`src/rtl/ssd_capture_if.sv`:
```
// ssd_capture_if: display-pin bus between a segment driver and the readback monitor
interface ssd_capture_if #(parameter int DIGITS = 4);
  logic [7:0]          seg_n;
  logic [DIGITS-1:0]   an_n;
  logic                err_clr;
  logic [4*DIGITS-1:0] value;
  logic [DIGITS-1:0]   digit_valid;
  logic                err;
  logic                upd;
  modport master (output seg_n, an_n, err_clr, input value, digit_valid, err, upd);
  modport slave  (input seg_n, an_n, err_clr, output value, digit_valid, err, upd);
endinterface

```
`src/rtl/ssd_capture.sv`:
```
// ssd_capture: debounces a multiplexed active-low 7-segment bus and decodes it back to hex nibbles
module ssd_capture #(
  parameter int DIGITS  = 4,
  parameter int STABLE  = 4,
  parameter int TIMEOUT = 1000000
) (
  input logic          clk,
  input logic          rst,
  ssd_capture_if.slave bus
);
  localparam int CW = $clog2(STABLE + 1);
  localparam int TW = $clog2(TIMEOUT + 1);
  localparam int IW = DIGITS > 1 ? $clog2(DIGITS) : 1;
  typedef enum logic [1:0] {IDLE, TRACK, LOCKED} state_t;
  state_t              r_state, w_state_nx;
  logic [6:0]          r_seg, r_prev_seg, w_on;
  logic [DIGITS-1:0]   r_an, r_prev_an;
  logic [CW-1:0]       r_cnt, w_cnt_nx;
  logic                w_chg, w_cap, w_legal, w_blank;
  logic [3:0]          w_nib;
  logic [IW-1:0]       w_idx;
  logic [4*DIGITS-1:0] r_value, w_value_nx;
  logic [DIGITS-1:0]   r_valid, w_valid_nx;
  logic [TW-1:0]       r_tmr [DIGITS];
  logic [TW-1:0]       w_tmr_nx [DIGITS];
  logic                r_err, r_upd;
  logic                w_dp_unused;
  assign w_dp_unused = bus.seg_n[7];
  assign w_chg   = {r_an, r_seg} != {r_prev_an, r_prev_seg};
  assign w_on    = ~r_seg;
  assign w_blank = w_on == 7'h00;
  // register the pins and keep the previous sample for change detection
  always_ff @(posedge clk) begin
    if (rst) begin
      r_seg      <= '1;
      r_an       <= '1;
      r_prev_seg <= '1;
      r_prev_an  <= '1;
    end else begin
      r_seg      <= bus.seg_n[6:0];
      r_an       <= bus.an_n;
      r_prev_seg <= r_seg;
      r_prev_an  <= r_an;
    end
  end
  // stability tracking: any change restarts the count, a full run captures once
  always_comb begin
    w_state_nx = r_state;
    w_cnt_nx   = r_cnt;
    w_cap      = 1'b0;
    if (w_chg) begin
      w_cnt_nx   = CW'(1);
      w_state_nx = $onehot(~r_an) ? TRACK : IDLE;
    end else if (r_state == TRACK) begin
      w_cnt_nx = r_cnt + 1'b1;
      if (w_cnt_nx == CW'(STABLE)) begin
        w_cap      = 1'b1;
        w_state_nx = LOCKED;
      end
    end
  end
  // glyph to nibble lookup on the active-high segment pattern
  always_comb begin
    w_nib   = 4'h0;
    w_legal = 1'b1;
    case (w_on)
      7'h3F: w_nib = 4'h0;
      7'h06: w_nib = 4'h1;
      7'h5B: w_nib = 4'h2;
      7'h4F: w_nib = 4'h3;
      7'h66: w_nib = 4'h4;
      7'h6D: w_nib = 4'h5;
      7'h7D: w_nib = 4'h6;
      7'h07: w_nib = 4'h7;
      7'h7F: w_nib = 4'h8;
      7'h6F: w_nib = 4'h9;
      7'h77: w_nib = 4'hA;
      7'h7C: w_nib = 4'hB;
      7'h39: w_nib = 4'hC;
      7'h5E: w_nib = 4'hD;
      7'h79: w_nib = 4'hE;
      7'h71: w_nib = 4'hF;
      default: w_legal = 1'b0;
    endcase
  end
  // position of the single low enable bit
  always_comb begin
    w_idx = '0;
    for (int i = 0; i < DIGITS; i++) if (!r_an[i]) w_idx = IW'(i);
  end
  // per-digit stale aging, then capture overrides so a same-cycle capture wins
  always_comb begin
    w_value_nx = r_value;
    w_valid_nx = r_valid;
    for (int i = 0; i < DIGITS; i++) begin
      w_tmr_nx[i] = r_tmr[i];
      if (r_valid[i]) begin
        w_tmr_nx[i] = (r_tmr[i] == TW'(TIMEOUT)) ? r_tmr[i] : r_tmr[i] + 1'b1;
        if (w_tmr_nx[i] == TW'(TIMEOUT)) w_valid_nx[i] = 1'b0;
      end
      if (w_cap && w_idx == IW'(i)) begin
        w_tmr_nx[i]   = '0;
        w_valid_nx[i] = w_legal;
        if (w_legal) w_value_nx[4*i +: 4] = w_nib;
      end
    end
  end
  // state, captured word, timers and flags; reset drops any capture due this edge
  always_ff @(posedge clk) begin
    if (rst) begin
      r_state <= IDLE;
      r_cnt   <= '0;
      r_value <= '0;
      r_valid <= '0;
      r_err   <= 1'b0;
      r_upd   <= 1'b0;
      for (int i = 0; i < DIGITS; i++) r_tmr[i] <= '0;
    end else begin
      r_state <= w_state_nx;
      r_cnt   <= w_cnt_nx;
      r_value <= w_value_nx;
      r_valid <= w_valid_nx;
      r_err   <= (w_cap && !w_legal && !w_blank) || (r_err && !bus.err_clr);
      r_upd   <= (w_value_nx != r_value) || (w_valid_nx != r_valid);
      for (int i = 0; i < DIGITS; i++) r_tmr[i] <= w_tmr_nx[i];
    end
  end
  assign bus.value       = r_value;
  assign bus.digit_valid = r_valid;
  assign bus.err         = r_err;
  assign bus.upd         = r_upd;
endmodule

```
`src/flat_wrapper.sv`:
```
// flat-port wrapper written by rule: the top's interface ports become plain ports
module ssd_capture_flat 
#(
  parameter int DIGITS  = 4,
  parameter int STABLE  = 4,
  parameter int TIMEOUT = 1000000
)
  (clk, rst, bus_seg_n, bus_an_n, bus_err_clr, bus_value, bus_digit_valid, bus_err, bus_upd);
  ssd_capture_if #(.DIGITS(DIGITS)) bus_i ();
  input logic clk;
  input logic rst;
  input wire logic [$bits(bus_i.seg_n)-1:0] bus_seg_n;
  input wire logic [$bits(bus_i.an_n)-1:0] bus_an_n;
  input wire logic [$bits(bus_i.err_clr)-1:0] bus_err_clr;
  output wire logic [$bits(bus_i.value)-1:0] bus_value;
  output wire logic [$bits(bus_i.digit_valid)-1:0] bus_digit_valid;
  output wire logic [$bits(bus_i.err)-1:0] bus_err;
  output wire logic [$bits(bus_i.upd)-1:0] bus_upd;
  assign bus_i.seg_n = bus_seg_n;
  assign bus_i.an_n = bus_an_n;
  assign bus_i.err_clr = bus_err_clr;
  assign bus_value = bus_i.value;
  assign bus_digit_valid = bus_i.digit_valid;
  assign bus_err = bus_i.err;
  assign bus_upd = bus_i.upd;
  ssd_capture #(.DIGITS(DIGITS), .STABLE(STABLE), .TIMEOUT(TIMEOUT)) u_core (.clk(clk), .rst(rst), .bus(bus_i));
endmodule
```
`config.mk`:
```
export PLATFORM = sky130hd
export DESIGN_NAME = ssd_capture_flat
export DESIGN_NICKNAME = d
export VERILOG_FILES = /design/src/rtl/ssd_capture_if.sv /design/src/rtl/ssd_capture.sv /design/src/flat_wrapper.sv
export SDC_FILE = /design/constraint.sdc
export NUM_CORES = 1
export LEC_CHECK = 0
export BUFFER_PORTS_ARGS = -buffer_cell sky130_fd_sc_hd__buf_4
export CAP_MARGIN = 20
export CORE_UTILIZATION = 40
export DETAILED_ROUTE_END_ITERATION = 12
export PLACE_DENSITY = 0.63
export SLEW_MARGIN = 30
export SYNTH_ARGS = -nofsm -noshare
export SYNTH_HDL_FRONTEND = slang
export SYNTH_SLANG_ARGS = --single-unit
```
`constraint.sdc`:
```
create_clock -name clk -period 2.8 [get_ports clk]
set_input_delay 0.56 -clock clk [delete_from_list [all_inputs] [get_ports clk]]
set_output_delay 0.56 -clock clk [all_outputs]
set_load 0.05 [all_outputs]
```
# [Yosys cells after proc, flatten, opt, wreduce, memory -nomap -nowiden]
# Memories as Yosys holds them, arrays and structs flattened.
# Index checks and enable logic that the tools add are counted.
[op_classes] muxes=53 n_addsub=8 bitwise=6 n_reduce_logical=19 n_eq_ne=33
[op_table] op="2-to-1 mux 20 bit" n=16
[op_table] op="== test 20 bit, second input constant" n=8
[op_table] op="== test 7 bit, second input constant" n=12
[op_table] op="adder 20 x 1 -> 20 bit, second input constant" n=4
[op_table] op="case mux 4 bit (15 select lines)" n=1
[op_table] op="2-to-1 mux 4 bit" n=8
[op_table] op="2-to-1 mux 1 bit" n=23
[op_table] op="inequality test 16 bit" n=1
[op_table] op="OR reduction 16 bit" n=1
[op_table] op="== test 7 x 3 -> 1 bit, second input constant" n=2
[op_table] op="== test 7 x 6 -> 1 bit, second input constant" n=2
[op_table] op="inequality test 11 bit" n=1
[op_table] op="2-to-1 mux 2 bit" n=5
[op_table] op="logical AND 1 bit" n=7
[op_table] op="logical NOT 7 bit" n=1
[op_table] op="NOT 7 bit" n=1
[op_table] op="adder 1 x 1 -> 2 bit" n=2
[op_table] op="== test 2 x 1 -> 1 bit, second input constant" n=2
[op_table] op="== test 2 bit, second input constant" n=2
[op_table] op="inequality test 4 bit" n=1
[op_table] op="NOT 4 bit" n=1
[op_table] op="OR 1 bit" n=4
[op_table] op="nonzero test 2 bit" n=2
[op_table] op="adder 3 x 1 -> 3 bit, second input constant" n=1
[op_table] op="other kinds (8)" n=11
[totals] mem_count=1 wordCells=131 register_bits=49 ramBits=80 out_inout_bits=22
[memory_table] name="u_core.r_tmr" depth=4 width=20 read_ports=4 rd_clocked_by_memory_dff=0 wr=4 line_no="ssd_capture.sv:24" source="logic [TW-1:0] r_tmr [DIGITS];"

# [Longest topological paths before layout]
[logic_depth] depth_word=9 depth_mapped=12 depth_no_buf=10

# [Least setup slack after synthesis]
# OpenSTA, ideal clock, no wires.
[synth_path] path_type="reg-to-reg" startpoint="memory u_core.r_tmr[0][3] in the netlist's numbering" endpoint="register u_core.r_valid[0], in the netlist u_core.bus.digit_valid[0]" setup_ns=0.128 stages_incl_launch_ff=10 t_arrival_ns=2.346 path_slack_ns=0.327 path_cell_list="dfxtp_1 -> buf_6 -> nor4b_4 -> nand4_1 -> or4_4 -> or3_4 -> a2111oi_4 -> nor2b_1 -> o21ba_1 -> nor2_1"
[synth_rtl] item="start: declaration" line_no="ssd_capture.sv:24"
[synth_rtl] item="end signal: assignment" line_no="ssd_capture.sv:122" source="r_valid <= w_valid_nx;"
[synth_rtl] item="end: declaration" line_no="ssd_capture.sv:23" source="logic [DIGITS-1:0] r_valid, w_valid_nx;"

# [Worst setup path after layout]
[layout_path] startpoint="register u_core.r_seg[6]" endpoint="register u_core.r_upd, in the netlist u_core.bus.upd"
[layout_via] elab_chain_len=8 word_cells_on_any_way=41
[layout_lines] item="start: declaration" line_no="ssd_capture.sv:16" source="logic [6:0] r_seg, r_prev_seg, w_on;"
[layout_lines] item="start signal: assignment" line_no="ssd_capture.sv:40" source="r_seg <= bus.seg_n[6:0];"
[layout_lines] item="NOT 7 bit" line_no="ssd_capture.sv:30" source="assign w_on = ~r_seg;"
[layout_lines] item="== test 7 x 6 -> 1 bit, or another cell as far along" line_no="ssd_capture.sv:66" source="case (w_on)"
[layout_lines] item="OR reduction 16 bit (no source line)"
[layout_lines] item="2-to-1 mux 1 bit" line_no="ssd_capture.sv:66"
[layout_lines] item="2-to-1 mux 4 bit" line_no="ssd_capture.sv:104" source="if (w_legal) w_value_nx[4*i +: 4] = w_nib;"
[layout_lines] item="2-to-1 mux 4 bit" line_no="ssd_capture.sv:101" source="if (w_cap && w_idx == IW'(i)) begin"
[layout_lines] item="inequality test 16 bit" line_no="ssd_capture.sv:124" source="r_upd <= (w_value_nx != r_value) || (w_valid_nx != r_valid);"
[layout_lines] item="logical OR 1 bit (*)" line_no="ssd_capture.sv:124"
[layout_lines] item="end signal: assignment" line_no="ssd_capture.sv:124"
[layout_lines] item="end: declaration" line_no="ssd_capture.sv:26" source="logic r_err, r_upd;"
# Every way passes the cells marked *; elsewhere a longest branch is shown, timed or not.
# A chain may end at the register's enable or synchronous reset.

==> summary.md <==
| Metric | Value |
|---|---|
| Outcome | `complete, no violations` |
| Worst hold path class | `primary input to flip-flop` |
| CTS buffer count | `17` |
| Area share of the largest cell type after synthesis | `0.3348` |
| Die width | `140.9 microns` |
| Via count | `6,876` |
| CP arrival | `2.97 ns` |
| Top cells by area, synth | `dfxtp_1 (33%), xor2_1 (7.0%), nor2_1 (5.8%)` |
| P_sw | `1.009 mW` |
| Largest net degree at the start of global routing | `54` |
| Worst-case clock skew | `0.009889 ns` |
| Max-Cap Viols | `0` |
| Core Util, Final | `0.4793` |
| Post-route cell area | `0.009025 sq mm` |
| Non-Filler Instances | `1,289` |
| VDD IR-drop max | `510.6 uV` |
| Ys flop type | `dfxtp_1` |
| WL final | `18,040 microns` |
| Combinational power share | `0.036` |
| Setup slack at placement | `0.1093 ns` |
| Sequential element share of the synthesized area | `0.3348` |
| DR DRC count | `0` |
| Global placement routability congestion | `0.8885` |
| Top Ports | `37` |
| Area post-placement | `0.008427 sq mm` |
| Port buffer count | `35` |
| Core ar. | `0.01883 sq mm` |
| Starting DRT DRC Count | `501` |
| CP Launch Point | `u_core.r_seg[6]$_SDFF_PP1_` |
| Async SR Flop Fraction | `0` |
| WL per Instance | `13.99 microns` |
| Worst-path fanout max | `10` |
| Worst R2R Start | `u_core.r_seg[6]$_SDFF_PP1_` |
| Initial antenna violation count | `0` |
| Final HPWL DP | `12,820 microns` |
| Router iterations before antenna repair | `5` |
| Distinct cells, synth | `78` |
| Crit path setup slack, layout | `0.1198 ns` |
| Vias in the first global route | `6,351` |
| PwrDens | `465.8 mW/mm^2` |
| Overall routing resource usage | `0.1906` |
| CTS tree | `built` |
| Fin crit share | `0.9572` |
| Hold Fails Final Rpt | `0` |
| Reg area | `0.002586 sq mm` |
| Reg power frac | `0.447` |
| DR vias/cell | `5.334` |
| Slew HR | `0.5392` |
| Worst-Margin Slew | `0.6849 ns` |
| Die height | `140.9 microns` |
| Post-Synthesis Cells | `973` |
| Dominant cell type by area after synthesis | `dfxtp_1` |
| Minimum clock period | `2.680 ns` |
| Grt ovf | `0` |
| CP Class | `flip-flop to flip-flop` |
| Die ar. | `0.01984 sq mm` |
| Worst-path clk slew | `0.06 ns` |
| First-pass GRT wire length | `30,890 microns` |
| Area of the multi-input gates | `0.004762 sq mm` |
| Cell area after synthesis | `0.007714 sq mm` |
| H-tree levels | `4` |
| Number of fill cells | `1,879` |
| Fraction of layout cells with a size suffix above 1 | `0.1555` |
| Pwr Total | `4.204 mW` |
| Final net count | `1,046` |
| Ant diodes | `0` |
| Worst-case clock buffer depth | `2` |
| Hold Path Origin | `bus_seg_n[2]` |
| Internal cell power | `3.194 mW` |
| RSZ-0062 raised after global routing | `true` |
| Post-synth EDFFs | `0` |
| CP Launch Type | `flip-flop` |
| FF+latch count, synth | `129` |
| Synth Area per Inst | `7.928 sq um` |
| Post-CTS setup buffers | `0` |
| Worst path required time | `3.09 ns` |
| Pleak | `3.164 nW` |
| Sw Share | `0.2401` |
| Crit. End Element | `flip-flop` |
| Clock latency reported for the late side of the worst-skew pair | `0.42 ns` |
| Row count | `50` |
| Area delta synth->final | `17.00%` |
| Placed Cells incl. Taps | `1,257` |
| Slew Limit Fails | `0` |
| Routed Antenna Nets | `0` |
| Root buf cell | `clkbuf_16` |
| Yosys warns | `0` |
| Setup Viol. Count Final | `0` |
| Initial cell density of the core | `0.4096` |
| Clock power share | `0.518` |
| Clk sinks | `129` |
| Syn nets | `1,003` |
| Fmax achieved | `373.1 MHz` |
-- through the flow --
stage               setup TNS (ns)  hold slack, ns
floorplan                        0          0.4421
global placement                 0          0.4542
detailed placement               0          0.4616
CTS                              0          0.3049
global route              -0.03110          0.3055
finish                           0          0.3195
-- critical path, cell delays in order, from the launching register on --
cell and delay, ns:
dfxtp_1 0.40, or2_1 0.30, or4_1 0.50, and2_1 0.22, a311oi_1 0.42, nor3b_1 0.12, a221oi_2 0.26, o2111a_1 0.23
a31oi_1 0.09
-- synthesized netlist by cell type, drive strengths merged, types with 18 or more instances --
master,count
dfxtp,129
nor2,121
nand2,77
xor2,62
nand3,58
clkbuf,51
xnor2,40
nand4,38
inv,35
a21oi,34
or2,32
nor3,26
nor4,25
and3,20
o21ai,18
-- final cells by class --
class	instances	share of cell area
clock buffers	18	0.04866
clock inverters	14	0.01580
inverters	35	0.01456
multi-input cells	748	0.5277
flip-flops and latches	129	0.2866
well taps	260	0.03605
repair buffers	85	0.07071
-- sequential cells by signal (all words and copies together) (netlist names), 2 cells and up --
| name | cells |
|---|---|
| u_core.bus.value | 16 |
| u_core.r_prev_an | 4 |
| u_core.r_prev_seg | 7 |
| u_core.r_cnt | 3 |
| u_core.r_seg | 7 |
| u_core.r_an | 4 |
| u_core.r_tmr | 80 |
| u_core.bus.digit_valid | 4 |
| u_core.r_state | 2 |
-- final timing paths --
| check | to | slack, ns | cells after the start |
|---|---|---|---|
| worst min-delay path | u_core.r_seg[2]$_SDFF_PP1_ | 0.32 | 2 |
| worst min register to register | u_core.r_state[1]$_SDFFE_PP0P_ | 0.47 | 2 |
| worst max register to register | u_core.bus.upd$_SDFF_PP0_ | 0.12 | 8 |
| worst max-delay path | u_core.bus.upd$_SDFF_PP0_ | 0.12 | 8 |
-- power by group through the flow --
stage	logic (mW)	registers (mW)	clock network [mW]
after global placement	0.145	1.92	0
final	0.149	1.88	2.18
after global routing	0.169	1.88	2.32
after CTS	0.151	1.88	2.23
after floorplan	0.110	1.90	0
after detailed placement	0.148	1.92	0
-- cells by family (layout without fill, tap and decap cells) --
| family | after synthesis | count (layout) | synth area share |
|---|---|---|---|
| buf+inv | 96 | 152 | 0.04947 |
| simple gates | 492 | 492 | 0.3418 |
| flops | 129 | 129 | 0.3348 |
| compound gates | 123 | 123 | 0.1121 |
| fa+ha+maj | 15 | 15 | 0.02530 |
| xor+xnor | 102 | 102 | 0.1158 |
| mux | 16 | 16 | 0.02076 |
-- cells in the final DEF (no fill, tap or decap), types with 12 or more instances in the layout --
| cell type | netlist | routed |
|---|---|---|
| a21oi_1 | 34 | 34 |
| nand4_1 | 38 | 38 |
| clkbuf_16 | 0 | 17 |
| and3_1 | 20 | 19 |
| nor4_1 | 24 | 23 |
| inv_1 | 35 | 35 |
| xor2_1 | 62 | 62 |
| or2_2 | 26 | 26 |
| o21ai_0 | 15 | 15 |
| nand2b_1 | 12 | 12 |
| nor3_1 | 26 | 26 |
| ha_1 | 14 | 14 |
| nor2_1 | 120 | 120 |
| buf_4 | 1 | 85 |
| nand2_1 | 77 | 77 |
| mux2i_1 | 16 | 16 |
| dfxtp_1 | 129 | 126 |
| xnor2_1 | 40 | 40 |
| nand3_1 | 58 | 58 |
-- what timing repair did --
action / 4_1_cts / 5_1_grt
hold buffers: 0 / 0
endpoints found under the hold margin: 0 / 0
endpoints found under the setup margin: 0 / 6
gates resized for setup: 0 / 6
-- routing by layer --
metal / up-vias / GRT usage / part of all wire
li1: 3531 / - / -
met1: 3187 / 0.2550 / 0.49
met2: 135 / 0.3037 / 0.45
met3: 23 / 0.03974 / 0.040
met4: 0 / 0.06579 / 0.017
met5: - / 0 / 0
Power figures use the tool's default switching activity.
